File: src/rtl/key_onehot_src.sv
// key_onehot_src: synchronizes and debounces four keys, presenting one press at a time as a one-hot word with VALID/ACK.
// Define KEY_PEND_EN to queue presses that arrive while a word is presented; otherwise such presses are dropped and flag OVF.
module key_onehot_src #(
    parameter int CNT_W = 2
) (
    input  logic       CLK,
    input  logic       _RST,
    input  logic [3:0] KEY,
    input  logic       ACK,
    output logic [3:0] D,
    output logic       VALID,
    output logic       OVF
);
    typedef enum logic {IDLE, PRESENT} state_t;
    state_t state_q, state_d;
    logic [3:0] s1_q, ks_q, kd_q, kd_d, kdp_q, d_q, d_d, ev, sel;
    logic [CNT_W-1:0] cnt_q [4];
    logic [CNT_W-1:0] cnt_d [4];
    logic ovf_q, ovf_d;
`ifdef KEY_PEND_EN
    logic [3:0] pend_q, pend_d, c, held;
`endif
    always_comb begin
        for (int i = 0; i < 4; i++) begin
            kd_d[i] = kd_q[i];
            cnt_d[i] = '0;
            if (ks_q[i] != kd_q[i]) begin
                // the N-th consecutive mismatch flips the debounced level
                if (cnt_q[i] == {CNT_W{1'b1}}) kd_d[i] = ~kd_q[i];
                else cnt_d[i] = cnt_q[i] + CNT_W'(1);
            end
        end
    end
    always_comb begin
        state_d = state_q;
        d_d = d_q;
        ovf_d = ovf_q;
        ev = kd_q & ~kdp_q;
`ifdef KEY_PEND_EN
        pend_d = pend_q;
        c = pend_q | ev;
        sel = c & (~c + 4'd1);
        held = (state_q == PRESENT && !ACK) ? d_q : 4'b0000;
        ovf_d = ovf_q | (|(ev & (pend_q | held)));
        if (state_q == IDLE || ACK) begin
            state_d = (|c) ? PRESENT : IDLE;
            d_d = sel;
            pend_d = c & ~sel;
        end else begin
            pend_d = pend_q | (ev & ~d_q);
        end
`else
        sel = ev & (~ev + 4'd1);
        if (state_q == IDLE) begin
            state_d = (|ev) ? PRESENT : IDLE;
            d_d = sel;
            ovf_d = ovf_q | (|(ev & ~sel));
        end else begin
            ovf_d = ovf_q | (|ev);
            if (ACK) begin
                state_d = IDLE;
                d_d = 4'b0000;
            end
        end
`endif
    end
    always_ff @(posedge CLK) begin
        if (!_RST) begin
            s1_q <= '0;
            ks_q <= '0;
            kd_q <= '0;
            kdp_q <= '0;
            for (int i = 0; i < 4; i++) cnt_q[i] <= '0;
            state_q <= IDLE;
            d_q <= '0;
            ovf_q <= 1'b0;
`ifdef KEY_PEND_EN
            pend_q <= '0;
`endif
        end else begin
            s1_q <= KEY;
            ks_q <= s1_q;
            kd_q <= kd_d;
            kdp_q <= kd_q;
            for (int i = 0; i < 4; i++) cnt_q[i] <= cnt_d[i];
            state_q <= state_d;
            d_q <= d_d;
            ovf_q <= ovf_d;
`ifdef KEY_PEND_EN
            pend_q <= pend_d;
`endif
        end
    end
    assign D = d_q;
    assign VALID = (state_q == PRESENT);
    assign OVF = ovf_q;
endmodule

File: config.mk
export PLATFORM = sky130hd
export DESIGN_NAME = key_onehot_src
export DESIGN_NICKNAME = d
export VERILOG_FILES = /design/src/rtl/key_onehot_src.sv
export SDC_FILE = /design/constraint.sdc
export NUM_CORES = 1
export LEC_CHECK = 0
export BUFFER_PORTS_ARGS = -buffer_cell sky130_fd_sc_hd__buf_2
export CORE_MARGIN = 1.5
export CORE_UTILIZATION = 63
export CTS_BUF_LIST = sky130_fd_sc_hd__clkbuf_8
export DETAILED_ROUTE_END_ITERATION = 7
export GPL_ROUTABILITY_DRIVEN = 0
export HOLD_SLACK_MARGIN = 0.12
export PLACE_DENSITY = 0.92
export SYNTH_ARGS = -nofsm -noshare
export SYNTH_HDL_FRONTEND = slang
export SYNTH_SLANG_ARGS = --single-unit
File: constraint.sdc
create_clock -name CLK -period 3.73 [get_ports CLK]
set_clock_uncertainty 0.05 [all_clocks]
set_input_delay 0.5595 -clock CLK [delete_from_list [all_inputs] [get_ports CLK]]
set_output_delay 0.5595 -clock CLK [all_outputs]
set_load 0.05 [all_outputs]
# --- Word-level counts from Yosys, hierarchy flattened ---
# Memory sizes are Yosys's and may differ from the RTL's.
# Index checks and enable logic that the tools add are counted.
op_classes:
  add_sub_neg: 5
  mul: 0
  n_div: 0
  order_cmp: 0
  eq_ne: 9
  shifts: 0
  mux: 20
  n_bitwise: 16
  reduce_logical: 6
op_table:
  columns: ["cell", "n"]
  rows:
  - ["$mux W2", 12]
  - ["$and A4 B4 Y4", 3]
  - ["$not A4 Y4", 3]
  - ["$add A2 B1 Y2 const B", 4]
  - ["$eq A2 B2 Y1 const B", 4]
  - ["$mux W4", 2]
  - ["$reduce_and A2 Y1", 4]
  - ["$reduce_or A4 Y1", 2]
  - ["$mux W1", 6]
  - ["$or A1 B1 Y1", 6]
  - ["$add A4 B1 Y4 const B", 1]
  - ["$ne A1 B1 Y1", 4]
  - ["$not A1 Y1", 4]
  - ["$ne A2 B2 Y1 const B", 1]
totals:
  reg_bits: 22
  latchBits: 0
  mem_bits_rw: 8
  romBits: 0
  n_memories: 1
memory_table:
  columns: ["memory", "depth", "word_bits", "rd", "rd_ports_with_merged_regs", "write_ports", "line_no", "text"]
  rows:
  - ["cnt_q", 4, 2, 4, 0, 4, "17", "logic [CNT_W-1:0] cnt_q [4];"]

# --- Logic depth before layout (Yosys ltp) ---
# Gate-level depths: netlist of run 1.
logic_depth:
  ltp_word: 10
  ltp_mapped: 4
  mapped_depth_nobuf: 4

# --- Least setup slack after synthesis of run 1 ---
# No wires, ideal clock.
synth_path:
  kind: "reg2reg"
  startpoint: "register state_q, in the netlist VALID"
  endpoint: "register ovf_q, in the netlist OVF"
  setup_ns: 0.120
  t_arrival_ns: 1.157
  path_slack_ns: 2.404
  path_stages_with_launch: 4
  period_less_slack_ns: 1.326
  path_cell_list: "dfxtp_1 -> buf_6 -> nor2_1 -> o31a_1"
synth_via:
  elab_chain_len: 1
synth_rtl:
  columns: ["element", "line_no", "text"]
  rows:
  - ["from (decl)", "15", "state_t state_q, state_d;"]
  - ["from (signal assigned)", "86", "state_q <= state_d;"]
  - ["$mux W1", "54", "if (state_q == IDLE) begin"]
  - ["to (signal assigned)", "88", "ovf_q <= ovf_d;"]
  - ["to (decl)", "19", "logic ovf_q, ovf_d;"]
# No other way between the ends.
# A chain may end at the register's enable or synchronous reset.

# --- Worst setup path in the final report of run 1 ---
layout_path:
  startpoint: "register state_q, in the netlist VALID"
  endpoint: "output port VALID"
layout_rtl:
  columns: ["element", "line_no", "text"]
  rows:
  - ["to (decl)", "11", "output logic VALID,"]
# No word-level cell between the ends.

==> results of run 1 <==
-- flip-flops by register name, indices dropped and copies added, names as in the netlist --
name   cells
kdp_q      4
kd_q       4
OVF        1
D          4
cnt_q      8
VALID      1
s1_q       4
ks_q       4
-- through the flow --
stage,std cells,hold slack [ns],total power [mW],util
2_1_floorplan,97,0.356,0.345,-
3_3_place_gp,130,0.363,0.349,0.700
3_5_place_dp,130,0.373,0.350,0.700
4_1_cts,138,0.382,0.605,0.754
5_1_grt,138,0.394,0.620,0.754
6_report,138,0.381,0.601,0.754
-- worst paths after layout --
| kind | startpoint | endpoint | slack (ns) |
|---|---|---|---|
| worst min-delay path | cnt_q[3][0] | cnt_q[3][0] | 0.38 |
| worst min register to register | cnt_q[3][0] | cnt_q[3][0] | 0.38 |
| worst max register to register | kd_q[0] | OVF | 2.43 |
| worst max-delay path | VALID | VALID | 1.94 |
-- power breakdown --
group / internal (mW) / switching (mW) / leakage (nW)
clock network: 0.146 / 0.112 / 0.0524
logic: 0.00806 / 0.00736 / 0.254
registers: 0.326 / 0.00231 / 0.244
-- metal layers --
metal / vias up / wire length [um] / global-route usage
li1: 362 / - / -
met1: 349 / 859 / 0.283
met5: - / 0 / 0
met3: 2 / 50 / 0.0960
met2: 12 / 1050 / 0.374
met4: 0 / 28 / 0.124
-- cell families (layout without fill, tap and decap cells) --
family	Yosys count	after routing
simple gates	43	43
flops	30	30
fa+ha+maj	6	6
compound gates	6	6
xor+xnor	4	4
mux	4	4
buf+inv	4	20
-- final cells by class --
cell class                      count  area [um^2]  share of cell area
Clock inverter                      2         8.76             0.00680
Multi-Input combinational cell     63          504               0.392
Clock buffer                        6         82.6              0.0641
Sequential cell                    30          601               0.466
Timing Repair Buffer               12         60.1              0.0466
Tap cell                           25         31.3              0.0243
-- synthesized netlist by cell type --
cell type and n:
sky130_fd_sc_hd__dfxtp_1 30, sky130_fd_sc_hd__and2_1 13, sky130_fd_sc_hd__nand2_1 6, sky130_fd_sc_hd__nor2b_1 6, sky130_fd_sc_hd__ha_1 4, sky130_fd_sc_hd__mux2i_1 4, sky130_fd_sc_hd__nor2_1 4, sky130_fd_sc_hd__clkbuf_1 3
sky130_fd_sc_hd__nand2b_4 3, sky130_fd_sc_hd__nor4b_1 3, sky130_fd_sc_hd__nor4bb_1 3, sky130_fd_sc_hd__xnor2_1 3, sky130_fd_sc_hd__maj3_2 2, sky130_fd_sc_hd__a21oi_1 1, sky130_fd_sc_hd__and2_2 1, sky130_fd_sc_hd__and4b_1 1
sky130_fd_sc_hd__and4bb_2 1, sky130_fd_sc_hd__buf_6 1, sky130_fd_sc_hd__nand3_4 1, sky130_fd_sc_hd__nor3b_1 1, sky130_fd_sc_hd__o21a_1 1, sky130_fd_sc_hd__o22ai_1 1, sky130_fd_sc_hd__o311a_2 1, sky130_fd_sc_hd__o31a_1 1
sky130_fd_sc_hd__o32ai_1 1, sky130_fd_sc_hd__xor2_1 1
==> results.ini, run 1 <==
[clock_network]
cts.clk_slew.worst_paths_ns = 0.06
cts_repair_resize_count = 0
cts_tree = built
cts-hold-fix-buffers = 0
cts_max_level = 2
cts.root.buffer_cell = sky130_fd_sc_hd__clkbuf_8
cts_inserted_buffers = 5
numClockSinks = 30
clockBufferDepth = 2
post_cts_buffers = 0
clock_insertion_delay_worst_skew_ns = 0.27

[critical_path]
timing.setup.critical_path_class = reg2out
critPathMaxFanout = 13
worst-endpoint-required_ns = 3.12
timing.critical_path.arrival_ns = 1.18
cpPeakStageDelay_ns = 0.57
critical_path_buf_inv_count = 1
critical-path-slowest-cell = sky130_fd_sc_hd__dfxtp_1
end_kind = output pin
cp_num_cells = 1
crit_family = flip-flops
crit_path_cell_trace = buf_2
r2r.worst_path.cells = 4
worstSetupStartpointType = flop

[global_routing]
first_pass_grt_wire_length_um = 3240
grt_pass1_vias = 704
grt.total_usage = 0.240
initial_antenna_violation_count = 0
gr-total-overflow = 0
grt_start_max_net_pins = 31

[finish]
final_cell_mix = 30 x sky130_fd_sc_hd__dfxtp_1, 13 x sky130_fd_sc_hd__and2_1, 12 x sky130_fd_sc_hd__buf_2
antenna_cells_inserted = 0
fill_cells = 98
final_net_count = 123
most_common_library_cell_in_the_layout_ignoring_fill_and_taps = sky130_fd_sc_hd__dfxtp_1
fraction_of_layout_instances_using_a_drive_strength_above_1 = 0.248
area_growth_pct = 14.2
final_cell_area_um2 = 1290

[yosys]
synth_top_family_by_area = simple AND/OR/NAND/NOR gates
post_synth_adder_cell_area = 0.0644
synth_simple_gate_area_share = 0.274
yosys-top-cells-area = sky130_fd_sc_hd__dfxtp_1 53%, sky130_fd_sc_hd__and2_1 7.2%, sky130_fd_sc_hd__ha_1 4.4%
synth_seq_cells = 30
post_synthesis_share_of_cell_area_spent_on_xor_and_xnor_gates = 0.0311
synth.yosys.seq_area_share = 0.533
post_synth_mux_area_share = 0.0355
synth_fp_nets = 108
synth_compound_gate_area_share = 0.0422
yosys_warnings = 0
post_synth_num_cell_types = 26
synth_area_per_cell_um2 = 11.6
syn-instance-count = 97
synth_top_area_frac = 0.533
post_synthesis_instance_area_um2 = 1130
netlist.top_cell.by_area = sky130_fd_sc_hd__dfxtp_1

[die]
fp.dieArea_um2 = 2050
initial_utilization = 0.660
num_rows = 15
die-height_um = 45.3
io_pins = 13
die_w_um = 45.3
placeableCoreArea_um2 = 1710

[route]
drt-initial-drc-count = 12
detailedRoute.firstPassIterationCount = 4
antenna_violating_nets_post_route = 0
avgViaCountPerCell = 5.25
detailroute.via_count = 725
post-route-drc-count = 0
wirelength_um = 1990
wl_per_cell_um = 14.4

[timing]
finalSetupViolations = 0
tns_ns = 0
grt_setup_unrepaired = no
fin_ws_ns = 1.94
max_freq_mhz = 559
final.min_clock_period_ns = 1.79
timing_worst_slew_pin_value_ns = 0.410
hold_violations = 0
timing.max_slew.rel_slack = 0.727
fin_crit_sh = 0.479
final_max_slew_viol_count = 0

[pwr]
max-vdd-ir-drop_uv = 397
pwr_density_cell_nw_per_um2 = 467
power.static_leakage_nw = 0.550

[status]
result_of_the_run = complete, no violations

[run]
maxCapViolations = 0

[placement]
port_buffers = 12
place_hpwl_um = 1080
place_worst_setup_slack_ns = 2.26
post_dp_cell_area_um2 = 1200

[hold_path]
hold-path-cell-count = 1
min-delay-path-class = reg2reg

Power figures use the tool's default switching activity.
==> inputs of run 2 (changes only) <==
- ABC_AREA: default -> 1
- CORE_UTILIZATION: 63 -> 53
- PLACE_DENSITY: 0.92 -> 0.83
- clock period: 3.73 -> 1.56 ns (I/O delays scaled with it)
==> results.ini, run 2 <==
[status]
result_of_the_run = complete, no violations

[route]
wirelength_um = 1730
antenna_violating_nets_post_route = 0
detailroute.via_count = 852
avgViaCountPerCell = 4.58
post-route-drc-count = 0
drt-initial-drc-count = 2
detailedRoute.firstPassIterationCount = 4
wl_per_cell_um = 9.30

[yosys]
most_frequently_used_cell_type_in_the_post_synthesis_netlist = sky130_fd_sc_hd__inv_1
post_synthesis_instance_area_um2 = 1100
syn-instance-count = 137
async_reset_ff_frac = 0
synth.yosys.seq_area_share = 0.545
ys_top_cells_by_count = 31 x sky130_fd_sc_hd__inv_1, 30 x sky130_fd_sc_hd__dfxtp_1, 22 x sky130_fd_sc_hd__nand2_1
synthFlopType = sky130_fd_sc_hd__dfxtp_1
yosys_warnings = 0
post_synth_num_cell_types = 16
yosys-top-cells-area = sky130_fd_sc_hd__dfxtp_1 55%, sky130_fd_sc_hd__inv_1 11%, sky130_fd_sc_hd__nand2_1 7.5%
netlist.top_cell.by_area = sky130_fd_sc_hd__dfxtp_1
synth_area_per_cell_um2 = 8.04
synth_seq_cells = 30
synth_top_area_frac = 0.545
synth-edff-count = 0
synth_fp_nets = 148

[critical_path]
critical-path-slowest-cell = sky130_fd_sc_hd__dfxtp_1
worst-endpoint-required_ns = 1.28
crit_family = flip-flops
setup.worst_path.end = VALID
critPathMaxFanout = 4
startpoint = VALID
timing.setup.critical_path_class = reg2out
worstReg2RegEnd = OVF
end_kind = output pin
cp_num_cells = 1
worstSetupStartpointType = flop
critical_path_buf_inv_count = 1
critical_path.reg2reg.startpoint = kd_q[0]
r2r_slack_ns = 0.51
cpPeakStageDelay_ns = 0.39
r2r.worst_path.cells = 6
timing.critical_path.arrival_ns = 0.96
crit_path_cell_trace = buf_2

[pwr]
power.static_leakage_nw = 0.683
pwr_density_cell_nw_per_um2 = 1050
max-vdd-ir-drop_uv = 905

[die]
die_w_um = 48.6
initial_utilization = 0.561
io_pins = 13
placeableCoreArea_um2 = 1960
die-height_um = 48.6
fp.dieArea_um2 = 2360
num_rows = 16

[global_routing]
groute.layer.met3.usage = 0.0833
gr-total-overflow = 0
grt_pass1_vias = 810
initial_antenna_violation_count = 0
first_pass_grt_wire_length_um = 3150
grt.busiest_layer = met2
grt.total_usage = 0.182
grtUsageMet1 = 0.188
grt_start_max_net_pins = 17
groute.layer.met2.usage = 0.301

[clock_network]
cts_repair_resize_count = 0
clockBufferDepth = 2
cts_tree = built
clock_insertion_delay_worst_skew_ns = 0.28
post_cts_buffers = 0
cts_max_level = 2
cts_inserted_buffers = 5
numClockSinks = 30
cts.root.buffer_cell = sky130_fd_sc_hd__clkbuf_8
cts.clk_slew.worst_paths_ns = 0.05

[placement]
post_dp_cell_area_um2 = 1190
port_buffers = 12
place_hpwl_um = 1240
place_worst_setup_slack_ns = 0.517

[timing]
hold_violations = 0
finalSetupViolations = 0
grt_setup_unrepaired = no
final.min_clock_period_ns = 1.24
fin_crit_sh = 0.794
final.hold.worst_slack_ns = 0.201
timing_worst_slew_pin_value_ns = 0.253
tns_ns = 0
fin_ws_ns = 0.321
final_max_slew_viol_count = 0
max_freq_mhz = 807
timing.max_slew.rel_slack = 0.833

[run]
maxCapViolations = 0

[finish]
antenna_cells_inserted = 0
most_common_library_cell_in_the_layout_ignoring_fill_and_taps = sky130_fd_sc_hd__inv_1
final_cell_area_um2 = 1310
largest-register = cnt_q
final_cell_mix = 33 x sky130_fd_sc_hd__inv_1, 30 x sky130_fd_sc_hd__dfxtp_1, 22 x sky130_fd_sc_hd__nand2_1
area_growth_pct = 18.9
largest_register_ffs = 8
final_net_count = 170
post-route-util = 0.667
fraction_of_layout_instances_using_a_drive_strength_above_1 = 0.151

[hold_path]
min-delay-path-class = in2reg
hold-path-cell-count = 4

[run 2: cell types whose count changed in the layout (fill, tap and decap cells not counted), moves of 6 or more]
cell,delta
sky130_fd_sc_hd__a21oi_1,+11
sky130_fd_sc_hd__and2_1,-13
sky130_fd_sc_hd__inv_1,+32
sky130_fd_sc_hd__nand2_1,+16
sky130_fd_sc_hd__nor2_1,+12
sky130_fd_sc_hd__nor2b_1,-6
[run 2: how the worst min path moves through the flow]
stage	startpoint	endpoint	slack, ns
4_1_cts	ACK	VALID	0.20
2_1_floorplan	KEY[0]	s1_q[0]	0.28
3_5_place_dp	s1_q[1]	ks_q[1]	0.35
6_report	ACK	VALID	0.20
3_3_place_gp	s1_q[2]	ks_q[2]	0.34
5_1_grt	ACK	VALID	0.23
[run 2: worst min-delay path: cells and delay by family]
kind | cells | cell delay [ns]
buf+inv | 2 | 0.11
simple gates | 1 | 0.07
compound gates | 1 | 0.06
[run 2: where the power goes]
part           internal (mW)  switching [mW]
sequential             0.780         0.00612
combinational         0.0221          0.0246
clock                  0.292           0.247
total                   1.09           0.278
[run 2: per-stage QoR]
stage	instances	total power, mW
finish	186	1.37
global route	186	1.44
CTS	186	1.40
detailed placement	175	0.841
global placement	175	0.838
floorplan	137	0.826
[run 2: final cells by class]
type                       count  area (um^2)
fill                         171          653
multi-input combinational     73          370
sequential                    30          601
timing repair buffer          17          108
clock buffer                   5         68.8
tap                           27         33.8
inverter                      32          120
clock inverter                 2         7.51
[run 2: cell families (layout without fill, tap and decap cells)]
family                     after synthesis  after routing  synth area share
adders and majority gates                4              4            0.0455
AOI/OAI and AO/OA                       23             23             0.120
DFF                                     30             30             0.545
and+or+nand+nor                         46             46             0.170
buffers and inverters                   34             56             0.118
[run 2: what timing repair did]
action,in CTS,in global routing
hold buffers,4,0
endpoints found under the setup margin,0,0
endpoints found under the hold margin,4,0
[run 2: metal layers]
| layer | up-vias | share of wire |
|---|---|---|
| li1 | 460 | - |
| met1 | 368 | 0.43 |
| met2 | 19 | 0.48 |
| met3 | 5 | 0.055 |
| met4 | 0 | 0.031 |
| met5 | - | 0 |
